[src/rtl/l2tlb_xlat_if.sv]
// l2tlb_xlat_if: lookup, response, walk, fill, checkpoint and snoop channels of the L2 TLB.
// Rev 1.0 - initial release.
`default_nettype none

interface l2tlb_xlat_if #(
    parameter int VPN_W = 27,
    parameter int PPN_W = 27,
    parameter int RID_W = 6,
    parameter int SLOTS = 4
);
    localparam int SLOT_W = $clog2(SLOTS);

    logic              req_valid;
    logic              req_retry;
    logic [RID_W-1:0]  req_rid;
    logic [VPN_W-1:0]  req_vpn;
    logic [SLOT_W-1:0] req_slot;

    logic              ack_valid;
    logic              ack_retry;
    logic [RID_W-1:0]  ack_rid;
    logic [PPN_W-1:0]  ack_ppn;
    logic              ack_fault;

    logic              walk_valid;
    logic              walk_retry;
    logic [VPN_W-1:0]  walk_vpn;
    logic [SLOT_W-1:0] walk_slot;

    logic              fill_valid;
    logic              fill_retry;
    logic [PPN_W-1:0]  fill_ppn;
    logic              fill_fault;

    logic              ckpt_valid;
    logic              ckpt_retry;
    logic [SLOT_W-1:0] ckpt_slot;

    logic              snoop_valid;
    logic              snoop_retry;
    logic [SLOT_W-1:0] snoop_slot;

    modport slave (
        input  req_valid, req_rid, req_vpn, req_slot,
        output req_retry,
        output ack_valid, ack_rid, ack_ppn, ack_fault,
        input  ack_retry,
        output walk_valid, walk_vpn, walk_slot,
        input  walk_retry,
        input  fill_valid, fill_ppn, fill_fault,
        output fill_retry,
        input  ckpt_valid, ckpt_slot,
        output ckpt_retry,
        output snoop_valid, snoop_slot,
        input  snoop_retry
    );

    modport master (
        output req_valid, req_rid, req_vpn, req_slot,
        input  req_retry,
        input  ack_valid, ack_rid, ack_ppn, ack_fault,
        output ack_retry,
        input  walk_valid, walk_vpn, walk_slot,
        output walk_retry,
        output fill_valid, fill_ppn, fill_fault,
        input  fill_retry,
        output ckpt_valid, ckpt_slot,
        input  ckpt_retry,
        input  snoop_valid, snoop_slot,
        output snoop_retry
    );
endinterface

`default_nettype wire

[src/rtl/l2tlb_xlat.sv]
// l2tlb_xlat: fully-associative caching L2 TLB with per-slot SPBTR invalidation and L1 snoop.
// Rev 1.0 - initial release.
`default_nettype none

module l2tlb_xlat #(
    parameter int ENTRIES = 16,
    parameter int VPN_W   = 27,
    parameter int PPN_W   = 27,
    parameter int RID_W   = 6,
    parameter int SLOTS   = 4
) (
    input  wire logic       clk,
    input  wire logic       reset,
    l2tlb_xlat_if.slave     bus
);
    localparam int SLOT_W = $clog2(SLOTS);
    localparam int IDX_W  = $clog2(ENTRIES);
    localparam logic [IDX_W-1:0] LAST_IDX = IDX_W'(ENTRIES - 1);

    typedef enum logic [2:0] {
        ST_IDLE      = 3'd0,
        ST_RESP      = 3'd1,
        ST_WALK_REQ  = 3'd2,
        ST_WALK_WAIT = 3'd3,
        ST_SNOOP     = 3'd4
    } state_t;

    state_t state;
    state_t state_nx;

    logic [ENTRIES-1:0] ent_valid;
    logic [VPN_W-1:0]   ent_vpn  [ENTRIES];
    logic [PPN_W-1:0]   ent_ppn  [ENTRIES];
    logic [SLOT_W-1:0]  ent_slot [ENTRIES];
    logic [IDX_W-1:0]   rr_ptr;

    logic [RID_W-1:0]   lat_rid;
    logic [VPN_W-1:0]   lat_vpn;
    logic [SLOT_W-1:0]  lat_slot;
    logic [PPN_W-1:0]   resp_ppn;
    logic               resp_fault;
    logic [SLOT_W-1:0]  snp_slot;

    logic               hit;
    logic [PPN_W-1:0]   hit_ppn;
    logic [IDX_W-1:0]   victim;
    logic               all_valid;

    logic               req_fire;
    logic               ckpt_fire;
    logic               fill_fire;

    // Entries are unique per {vpn, slot}, so OR-folding the masked ppns yields the single hit.
    always_comb begin
        hit     = 1'b0;
        hit_ppn = '0;
        for (int i = 0; i < ENTRIES; i++) begin
            if (ent_valid[i] && ent_vpn[i] == bus.req_vpn && ent_slot[i] == bus.req_slot) begin
                hit     = 1'b1;
                hit_ppn = hit_ppn | ent_ppn[i];
            end
        end
    end

    always_comb begin
        victim    = rr_ptr;
        all_valid = &ent_valid;
        for (int i = ENTRIES - 1; i >= 0; i--) begin
            if (!ent_valid[i]) begin
                victim = IDX_W'(i);
            end
        end
    end

    assign ckpt_fire = (state == ST_IDLE) && bus.ckpt_valid;
    assign req_fire  = (state == ST_IDLE) && !bus.ckpt_valid && bus.req_valid;
    assign fill_fire = (state == ST_WALK_WAIT) && bus.fill_valid;

    always_ff @(posedge clk or negedge reset) begin
        if (!reset) begin
            state <= ST_IDLE;
        end else begin
            state <= state_nx;
        end
    end

    always_comb begin
        state_nx        = state;
        bus.req_retry   = 1'b1;
        bus.ckpt_retry  = 1'b1;
        bus.fill_retry  = 1'b1;
        bus.ack_valid   = 1'b0;
        bus.walk_valid  = 1'b0;
        bus.snoop_valid = 1'b0;
        case (state)
            ST_IDLE: begin
                bus.ckpt_retry = 1'b0;
                // A simultaneous checkpoint wins; the lookup is pushed back for this cycle.
                bus.req_retry  = bus.ckpt_valid;
                if (bus.ckpt_valid) begin
                    state_nx = ST_SNOOP;
                end else if (bus.req_valid) begin
                    state_nx = hit ? ST_RESP : ST_WALK_REQ;
                end
            end
            ST_RESP: begin
                bus.ack_valid = 1'b1;
                if (!bus.ack_retry) begin
                    state_nx = ST_IDLE;
                end
            end
            ST_WALK_REQ: begin
                bus.walk_valid = 1'b1;
                if (!bus.walk_retry) begin
                    state_nx = ST_WALK_WAIT;
                end
            end
            ST_WALK_WAIT: begin
                bus.fill_retry = 1'b0;
                if (bus.fill_valid) begin
                    state_nx = ST_RESP;
                end
            end
            ST_SNOOP: begin
                bus.snoop_valid = 1'b1;
                if (!bus.snoop_retry) begin
                    state_nx = ST_IDLE;
                end
            end
            default: begin
                state_nx = ST_IDLE;
            end
        endcase
    end

    always_ff @(posedge clk or negedge reset) begin
        if (!reset) begin
            ent_valid  <= '0;
            rr_ptr     <= '0;
            lat_rid    <= '0;
            lat_vpn    <= '0;
            lat_slot   <= '0;
            resp_ppn   <= '0;
            resp_fault <= 1'b0;
            snp_slot   <= '0;
            for (int i = 0; i < ENTRIES; i++) begin
                ent_vpn[i]  <= '0;
                ent_ppn[i]  <= '0;
                ent_slot[i] <= '0;
            end
        end else begin
            if (ckpt_fire) begin
                snp_slot <= bus.ckpt_slot;
                for (int i = 0; i < ENTRIES; i++) begin
                    if (ent_slot[i] == bus.ckpt_slot) begin
                        ent_valid[i] <= 1'b0;
                    end
                end
            end
            if (req_fire) begin
                lat_rid  <= bus.req_rid;
                lat_vpn  <= bus.req_vpn;
                lat_slot <= bus.req_slot;
                if (hit) begin
                    resp_ppn   <= hit_ppn;
                    resp_fault <= 1'b0;
                end
            end
            if (fill_fire) begin
                if (bus.fill_fault) begin
                    resp_ppn   <= '0;
                    resp_fault <= 1'b1;
                end else begin
                    ent_valid[victim] <= 1'b1;
                    ent_vpn[victim]   <= lat_vpn;
                    ent_ppn[victim]   <= bus.fill_ppn;
                    ent_slot[victim]  <= lat_slot;
                    resp_ppn          <= bus.fill_ppn;
                    resp_fault        <= 1'b0;
                    // Round-robin only advances when a live entry is evicted.
                    if (all_valid) begin
                        rr_ptr <= (rr_ptr == LAST_IDX) ? '0 : rr_ptr + 1'b1;
                    end
                end
            end
        end
    end

    assign bus.ack_rid    = lat_rid;
    assign bus.ack_ppn    = resp_ppn;
    assign bus.ack_fault  = resp_fault;
    assign bus.walk_vpn   = lat_vpn;
    assign bus.walk_slot  = lat_slot;
    assign bus.snoop_slot = snp_slot;

endmodule

`default_nettype wire

[src/flat_wrapper.sv]
// flat-port wrapper written by rule: the top's interface ports become plain ports
module l2tlb_xlat_flat 
#(
    parameter int ENTRIES = 16,
    parameter int VPN_W   = 27,
    parameter int PPN_W   = 27,
    parameter int RID_W   = 6,
    parameter int SLOTS   = 4
)
  (clk, reset, bus_req_valid, bus_req_rid, bus_req_vpn, bus_req_slot, bus_req_retry, bus_ack_valid, bus_ack_rid, bus_ack_ppn, bus_ack_fault, bus_ack_retry, bus_walk_valid, bus_walk_vpn, bus_walk_slot, bus_walk_retry, bus_fill_valid, bus_fill_ppn, bus_fill_fault, bus_fill_retry, bus_ckpt_valid, bus_ckpt_slot, bus_ckpt_retry, bus_snoop_valid, bus_snoop_slot, bus_snoop_retry);
  l2tlb_xlat_if #(.VPN_W(VPN_W), .PPN_W(PPN_W), .RID_W(RID_W), .SLOTS(SLOTS)) bus_i ();
  input  wire logic clk;
  input  wire logic reset;
  input wire logic [$bits(bus_i.req_valid)-1:0] bus_req_valid;
  input wire logic [$bits(bus_i.req_rid)-1:0] bus_req_rid;
  input wire logic [$bits(bus_i.req_vpn)-1:0] bus_req_vpn;
  input wire logic [$bits(bus_i.req_slot)-1:0] bus_req_slot;
  output wire logic [$bits(bus_i.req_retry)-1:0] bus_req_retry;
  output wire logic [$bits(bus_i.ack_valid)-1:0] bus_ack_valid;
  output wire logic [$bits(bus_i.ack_rid)-1:0] bus_ack_rid;
  output wire logic [$bits(bus_i.ack_ppn)-1:0] bus_ack_ppn;
  output wire logic [$bits(bus_i.ack_fault)-1:0] bus_ack_fault;
  input wire logic [$bits(bus_i.ack_retry)-1:0] bus_ack_retry;
  output wire logic [$bits(bus_i.walk_valid)-1:0] bus_walk_valid;
  output wire logic [$bits(bus_i.walk_vpn)-1:0] bus_walk_vpn;
  output wire logic [$bits(bus_i.walk_slot)-1:0] bus_walk_slot;
  input wire logic [$bits(bus_i.walk_retry)-1:0] bus_walk_retry;
  input wire logic [$bits(bus_i.fill_valid)-1:0] bus_fill_valid;
  input wire logic [$bits(bus_i.fill_ppn)-1:0] bus_fill_ppn;
  input wire logic [$bits(bus_i.fill_fault)-1:0] bus_fill_fault;
  output wire logic [$bits(bus_i.fill_retry)-1:0] bus_fill_retry;
  input wire logic [$bits(bus_i.ckpt_valid)-1:0] bus_ckpt_valid;
  input wire logic [$bits(bus_i.ckpt_slot)-1:0] bus_ckpt_slot;
  output wire logic [$bits(bus_i.ckpt_retry)-1:0] bus_ckpt_retry;
  output wire logic [$bits(bus_i.snoop_valid)-1:0] bus_snoop_valid;
  output wire logic [$bits(bus_i.snoop_slot)-1:0] bus_snoop_slot;
  input wire logic [$bits(bus_i.snoop_retry)-1:0] bus_snoop_retry;
  assign bus_i.req_valid = bus_req_valid;
  assign bus_i.req_rid = bus_req_rid;
  assign bus_i.req_vpn = bus_req_vpn;
  assign bus_i.req_slot = bus_req_slot;
  assign bus_req_retry = bus_i.req_retry;
  assign bus_ack_valid = bus_i.ack_valid;
  assign bus_ack_rid = bus_i.ack_rid;
  assign bus_ack_ppn = bus_i.ack_ppn;
  assign bus_ack_fault = bus_i.ack_fault;
  assign bus_i.ack_retry = bus_ack_retry;
  assign bus_walk_valid = bus_i.walk_valid;
  assign bus_walk_vpn = bus_i.walk_vpn;
  assign bus_walk_slot = bus_i.walk_slot;
  assign bus_i.walk_retry = bus_walk_retry;
  assign bus_i.fill_valid = bus_fill_valid;
  assign bus_i.fill_ppn = bus_fill_ppn;
  assign bus_i.fill_fault = bus_fill_fault;
  assign bus_fill_retry = bus_i.fill_retry;
  assign bus_i.ckpt_valid = bus_ckpt_valid;
  assign bus_i.ckpt_slot = bus_ckpt_slot;
  assign bus_ckpt_retry = bus_i.ckpt_retry;
  assign bus_snoop_valid = bus_i.snoop_valid;
  assign bus_snoop_slot = bus_i.snoop_slot;
  assign bus_i.snoop_retry = bus_snoop_retry;
  l2tlb_xlat #(.ENTRIES(ENTRIES), .VPN_W(VPN_W), .PPN_W(PPN_W), .RID_W(RID_W), .SLOTS(SLOTS)) u_core (.clk(clk), .reset(reset), .bus(bus_i));
endmodule
[config.mk]
export PLATFORM = sky130hd
export DESIGN_NAME = l2tlb_xlat_flat
export DESIGN_NICKNAME = d
export VERILOG_FILES = /design/src/rtl/l2tlb_xlat_if.sv /design/src/rtl/l2tlb_xlat.sv /design/src/flat_wrapper.sv
export SDC_FILE = /design/constraint.sdc
export NUM_CORES = 2
export LEC_CHECK = 0
export ABC_CLOCK_PERIOD_IN_PS = 2400
export CAP_MARGIN = 25
export CORE_MARGIN = 5
export CORE_UTILIZATION = 52
export CTS_BUF_LIST = sky130_fd_sc_hd__clkbuf_16
export DETAILED_ROUTE_END_ITERATION = 16
export MAX_ROUTING_LAYER = met4
export PLACE_DENSITY = 0.71
export SYNTH_ARGS = -nofsm -noshare
export SYNTH_HDL_FRONTEND = slang
export SYNTH_SLANG_ARGS = --single-unit
[constraint.sdc]
create_clock -name clk -period 2.4 [get_ports clk]
set_input_delay 0.48 -clock clk [delete_from_list [all_inputs] [get_ports clk]]
set_output_delay 0.48 -clock clk [all_outputs]
set_load 0.1 [all_outputs]
* After elaboration in Yosys (flattened, before gate mapping) *
Cells that the tools add are included.

word-level totals
  register bits = 984
  output and inout bits = 71
  bits in latches = 0
  bits in writable memories = 0
  memories kept = 0
  memory bits (read-only) = 0

operators by class
  order comparisons = 4
  multiply operators = 0
  add/subtract/negate cells = 1
  shifts and indexed selects = 0
  muxes and demuxes = 99
  reductions and logical operators = 46
  div/mod/pow operators = 0
  bitwise logic cells = 18
  equality and inequality tests = 58

operators by type and width
  kind                                                count
  bitwise mux 432 bit                                 2
  two-way mux 27 bit                                  21
  == test 27 bit                                      16
  bitwise OR 27 bit                                   15
  demux 27 bit (select 4 bit)                         1
  two-way mux 4 bit                                   17
  == test 2 bit                                       32
  two-way mux 16 bit                                  3
  two-way mux 1 bit                                   43
  logical AND 1 bit                                   38
  bitwise mux 32 bit                                  1
  two-way mux 3 bit                                   6
  AND reduction 18 bit                                1
  bitwise OR 16 bit                                   1
  case mux 3 bit (5 select lines)                     1
  demux 2 bit (select 4 bit)                          1
  inequality test 2 bit, second input constant        4
  == test 3 x 2 -> 1 bit, second input constant       2
  >= comparator 5 bit, second input constant          1
  < comparator 4 x 5 -> 1 bit, second input constant  1
  < comparator 5 x 1 -> 1 bit, second input constant  1
  NOT 4 -> 5 bit                                      1
  AND reduction 5 bit                                 1
  adder 4 x 1 -> 4 bit, second input constant         1
  12 further kinds                                    15

* Logic depth before layout (Yosys ltp) *
  depth after elaboration = 37
  depth in mapped cells = 13
  mapped depth without buffers = 8

* Worst setup path after synthesis *
OpenSTA, ideal clock, no wires.

  path type = register -> register
  start = register u_core.state[1]
  end = register u_core.lat_rid[0], in the netlist u_core.bus.ack_rid[0]
  required time = 2.332 ns
  period minus slack after synthesis = 4.355 ns
  data arrival time = 4.287 ns
  slack = -1.955 ns
  stages on the path, launching flop included = 10
  buffers on the path = 3
  cells stage by stage = dfrtp_1 nor3b_1 a2bb2oi_1 o211ai_1 or2_2 clkbuf_1 clkbuf_1 clkbuf_1 nand2_1 nand2_1

between the ends
  cells in the longest elaborated chain, start to end = 3

RTL lines
  item                             line               text
  start: declaration               l2tlb_xlat.sv:28   state_t state;
  start signal: assignment         l2tlb_xlat.sv:83   state <= state_nx;
  zero test 3 bit                  l2tlb_xlat.sv:76   assign req_fire = (state == ST_IDLE) && !bus.ckpt_valid && bus.req_valid;
  logical AND 1 bit (2 in series)  l2tlb_xlat.sv:76
  end signal: assignment           l2tlb_xlat.sv:161  lat_rid <= bus.req_rid;
  end: declaration                 l2tlb_xlat.sv:37   logic [RID_W-1:0] lat_rid;

No other way between the ends.
A chain may end at the register's enable or synchronous reset.

* Final worst setup path *
  start = register u_core.ent_slot[4] (netlist bit)
  end = register u_core.resp_ppn[13], in the netlist u_core.bus.ack_ppn[13]

between the ends
  cells in the longest elaborated chain, start to end = 10
  elaborated cells on any way between the ends = 15
  those cells by class = 1 x eq/ne; 9 x mux; 2 x bitwise; 3 x reduce/logical

RTL lines
  item                              line               text
  start: declaration                l2tlb_xlat.sv:34   logic [SLOT_W-1:0] ent_slot [ENTRIES];
  start signal: indexed assignment  l2tlb_xlat.sv:177  ent_slot[victim] <= lat_slot;
  == test 2 bit (*)                 l2tlb_xlat.sv:58   if (ent_valid[i] && ent_vpn[i] == bus.req_vpn && ent_slot[i] == bus.req_slot) begin
  logical AND 1 bit (*)             l2tlb_xlat.sv:58
  two-way mux 27 bit                l2tlb_xlat.sv:58
  bitwise OR 27 bit                 l2tlb_xlat.sv:60   hit_ppn = hit_ppn | ent_ppn[i];
  two-way mux 27 bit                l2tlb_xlat.sv:58
  bitwise OR 27 bit                 l2tlb_xlat.sv:60
  two-way mux 27 bit                l2tlb_xlat.sv:58
  two-way mux 27 bit                l2tlb_xlat.sv:164  if (hit) begin
  two-way mux 27 bit                l2tlb_xlat.sv:160  if (req_fire) begin
  two-way mux 27 bit                l2tlb_xlat.sv:169  if (fill_fire) begin
  end signal: assignment            l2tlb_xlat.sv:165  resp_ppn <= hit_ppn;
  end signal: assignment            l2tlb_xlat.sv:178  resp_ppn <= bus.fill_ppn;
  end: declaration                  l2tlb_xlat.sv:40   logic [PPN_W-1:0] resp_ppn;

Mark *: on every way between the ends. The rest lies on a longest branch, timed or not. The select of a mux whose other input is x is not followed.

==> flow_summary_export.csv <==
group,metric,value,unit
setup_path,cp_max_fo,5,
logic_synthesis,avgSynthCellArea,12.9,sq um
logic_synthesis,synth-async-reset-ratio,100,%
logic_synthesis,synth_simple_gate_area_share,8.59,%
routing,viasPerCell,6.68,
sta,period_share,123,%
setup_path,crit_path_start_kind,"flop",
final_layout,fill_cells,5759,
routing,drt_iter0_drc,5891,
floorplanning,fp-row-count,110,
floorplanning,core,0.0900,sq mm
logic_synthesis,ys_types,74,
logic_synthesis,synth_compound_area_share,5.19,%
setup_path,reg2reg_setup_slack,-0.54,ns
floorplanning,initial_utilization,52.3,%
final_layout,fin_util,69.8,%
setup_path,rr_startpoint,"u_core.ent_slot[4]",
outcome,violations,"negative setup slack",
cts,cts_buffers,102,
logic_synthesis,synthCells,3664,
setup_path,reg2reg_to,"u_core.bus.ack_ppn[13]",
outcome,outcome,"finished with violations",
power_and_ir_drop,total_power,49.2,mW
final_layout,fin_area,0.0628,sq mm
routing,antenna_left,0,
logic_synthesis,synthFlopType,"dfrtp_1",
routing,dr.pass1.iters,9,
power_and_ir_drop,vdd_drop_max,1.04,mV
sta,finalSetupTns,-242.61,ns
final_layout,drive_gt1_share,46.3,%
sta,fin_hold_ws,0.321,ns
cts,clock_sinks,984,
logic_synthesis,synthesis.nets,3738,
sta,finalSetupViolations,934,
cts,cts_max_path_buffers,3,
sta,rsz0062_at_grt,"true",
grt,globalRouteMet1Util,48.3,%
sta,setup_slack,-0.544,ns
sta,fin_worst_skew,0.0319,ns
logic_synthesis,yosysTopAreaCell,"dfrtp_1",
grt,grt_pass1_wl,257000,um
place,port-buffer-count,143,
cts,htreeDepth,3,
setup_path,reg2reg_depth,11,
floorplanning,boundaryPins,144,
sta,slew-limit-headroom,26.4,%
setup_path,endpoint,"u_core.bus.ack_ppn[13]",
logic_synthesis,synth_xor_area_share,8.89,%
grt,grtUsageTotal,36.6,%
logic_synthesis,synth.top_cell.area_share,52.3,%
setup_path,endpoint_kind,"flop",
logic_synthesis,yosysWarnings,0,
logic_synthesis,syn_area,0.0471,sq mm
sta,slew_violations,0,
floorplanning,dieArea,0.0967,sq mm
hold_path,hold_path_class,"in -> reg",
logic_synthesis,synth_edf_count,0,
setup_path,cp.required,2.96,ns
sta,tightest_slew,1.10,ns
routing,route.detailed.drc,0,
grt,grt_overflow,0,
sta,max_freq,0.340,GHz
logic_synthesis,synthMuxAreaShare,21.3,%
final_layout,nets,4400,
cts,clock-root-buffer,"clkbuf_16",
sta,period_minus_slack,2.94,ns
power_and_ir_drop,p_leak,30.0,nW
setup_path,arrival,3.50,ns
setup_path,cpPeakStageDelay,0.42,ns
final_layout,area_delta_synth_final,33.3,%
logic_synthesis,synth_top_family_by_area,"multiplexers",
cts,clk_pin_slew,0.07,ns
grt,use_met3,10.9,%
place,place_area,0.0544,sq mm
setup_path,crit_type,"reg -> reg",
place,hpwl,111000,um
grt,antenna_found_initial,5,
logic_synthesis,synth_area_leaders,"dfrtp_1 52%, mux2_2 21%, xnor2_1 7.3%",
logic_synthesis,ys_seq_area_share,52.3,%
logic_synthesis,ys_ff_latch,984,
grt,grt.busiest_layer,"met2",
grt,grt_max_degree,107,
cts,cts_tree,"done",
floorplanning,die_y,311,um
routing,wl,187000,um
power_and_ir_drop,p_per_area,783,mW/mm^2
routing,wl_per_cell,33.6,um
routing,vias,37300,
logic_synthesis,synthAdderAreaFrac,0.0266,%
setup_path,critPathSlowestCell,"dfrtp_1",
setup_path,critical_path.cell_chain,"xnor2_2 -> nand4_1 -> buf_4 -> nor4_1 -> buf_4 -> and2_0 -> nor4_1 -> and4_4 -> buf_12 -> nor4_2 -> o31ai_2",
setup_path,startpoint,"u_core.ent_slot[4]",
cts,clk_latency,0.70,ns
grt,grt_pass1_vias,37000,
place,place.gp.congestion,1.01,
sta,hold_viol,0,
flow_run,max_cap_violations,0,
grt,use_met2,52.3,%
floorplanning,die_w,311,um
routing by layer:
metal / wire, um / share of wire [%]
met2: 79400 / 42
met5: 0 / 0
met3: 25600 / 14
met1: 69900 / 37
met4: 12600 / 6.7
area by class of cell:
class / count / area (sq um) / share of cell area, %
clock inverter: 76 / 797 / 1.27
sequential: 984 / 24600 / 39.2
tap: 1176 / 1470 / 2.34
inverter: 32 / 120 / 0.191
timing repair buffer: 856 / 10100 / 16.1
antenna: 4 / 10.0 / 0.0159
multi-input combinational: 2350 / 23100 / 36.7
clock buffer: 104 / 2600 / 4.14
state kept, by name, indices dropped and copies added, names as in the netlist, 4 cells and up:
| register | cells |
|---|---|
| u_core.bus.ack_ppn | 27 |
| u_core.bus.ack_rid | 6 |
| u_core.bus.walk_vpn | 27 |
| u_core.ent_ppn | 432 |
| u_core.ent_slot | 32 |
| u_core.ent_valid | 16 |
| u_core.ent_vpn | 432 |
| u_core.rr_ptr | 4 |
logic make-up after synthesis:
logic type / after synthesis
mux: 893
simple gates: 674
compound gates: 306
flops: 984
buf+inv: 331
fa+ha+maj: 1
xor+xnor: 475
per-stage QoR:
stage	std cells	setup slack, ns
3_3_place_gp	5222	-1.44
2_1_floorplan	3664	-0.926
5_1_grt	5581	-0.545
4_1_cts	5525	-0.395
3_5_place_dp	5222	-1.44
6_report	5582	-0.544
synth_stat cells, types with 22 or more instances:
master	n
dfrtp_1	984
mux2_2	893
xnor2_1	392
nand2_1	179
clkbuf_1	150
nand4_1	147
xor2_1	79
buf_2	69
nand3_1	66
a22oi_1	63
and4_1	57
and3_1	46
a32oi_1	44
a222oi_1	37
nor2_1	36
buf_4	34
inv_1	32
buf_6	31
nor4_1	29
o21ai_0	29
and2_1	22
placed cells by master (no fill, tap or decap), drive strengths merged, types with 57 or more instances in the layout:
cell | netlist | layout
clkbuf | 151 | 128
dfrtp | 984 | 984
nand3 | 66 | 66
mux2 | 893 | 893
buf | 148 | 750
nand4 | 147 | 147
nor2 | 58 | 58
xor2 | 83 | 83
xnor2 | 392 | 392
and4 | 57 | 57
nand2 | 180 | 181
a22oi | 63 | 63
power breakdown:
part	internal (mW)	switching, mW	total [mW]
clock	9.64	6.97	16.6
sequential	17.6	1.58	19.2
combinational	4.29	9.07	13.4
total	31.6	17.6	49.2
how the worst min path moves through the flow:
stage                         startpoint               endpoint  slack (ns)  cells after the start
after global routing      bus_req_rid[1]  u_core.bus.ack_rid[1]        0.33                      3
after CTS                 bus_req_rid[3]  u_core.bus.ack_rid[3]        0.30                      3
after global placement             reset    u_core.ent_vpn[148]        0.40                      1
after floorplan                    reset   u_core.bus.ack_fault        0.18                      0
final                     bus_req_rid[1]  u_core.bus.ack_rid[1]        0.32                      3
after detailed placement           reset    u_core.ent_vpn[148]        0.40                      1
timing repair:
item / in CTS / in global routing
pin swaps: 61 / 60
endpoints found under the setup margin: 924 / 935
hold endpoints to repair: 16 / 0
gates resized for setup: 296 / 297
hold buffers: 1 / 0
setup buffers: 106 / 37
cloned: 25 / 31
worst max-delay path, delay by kind of cell (launching register included):
| kind | cells | cell delay [ns] |
|---|---|---|
| and+or+nand+nor | 6 | 1.48 |
| buffers and inverters | 3 | 0.54 |
| DFF | 1 | 0.42 |
| xor gates and xnor gates | 1 | 0.25 |
| AOI/OAI and AO/OA | 1 | 0.09 |
No activity file was read; power rests on OpenSTA's default activity.
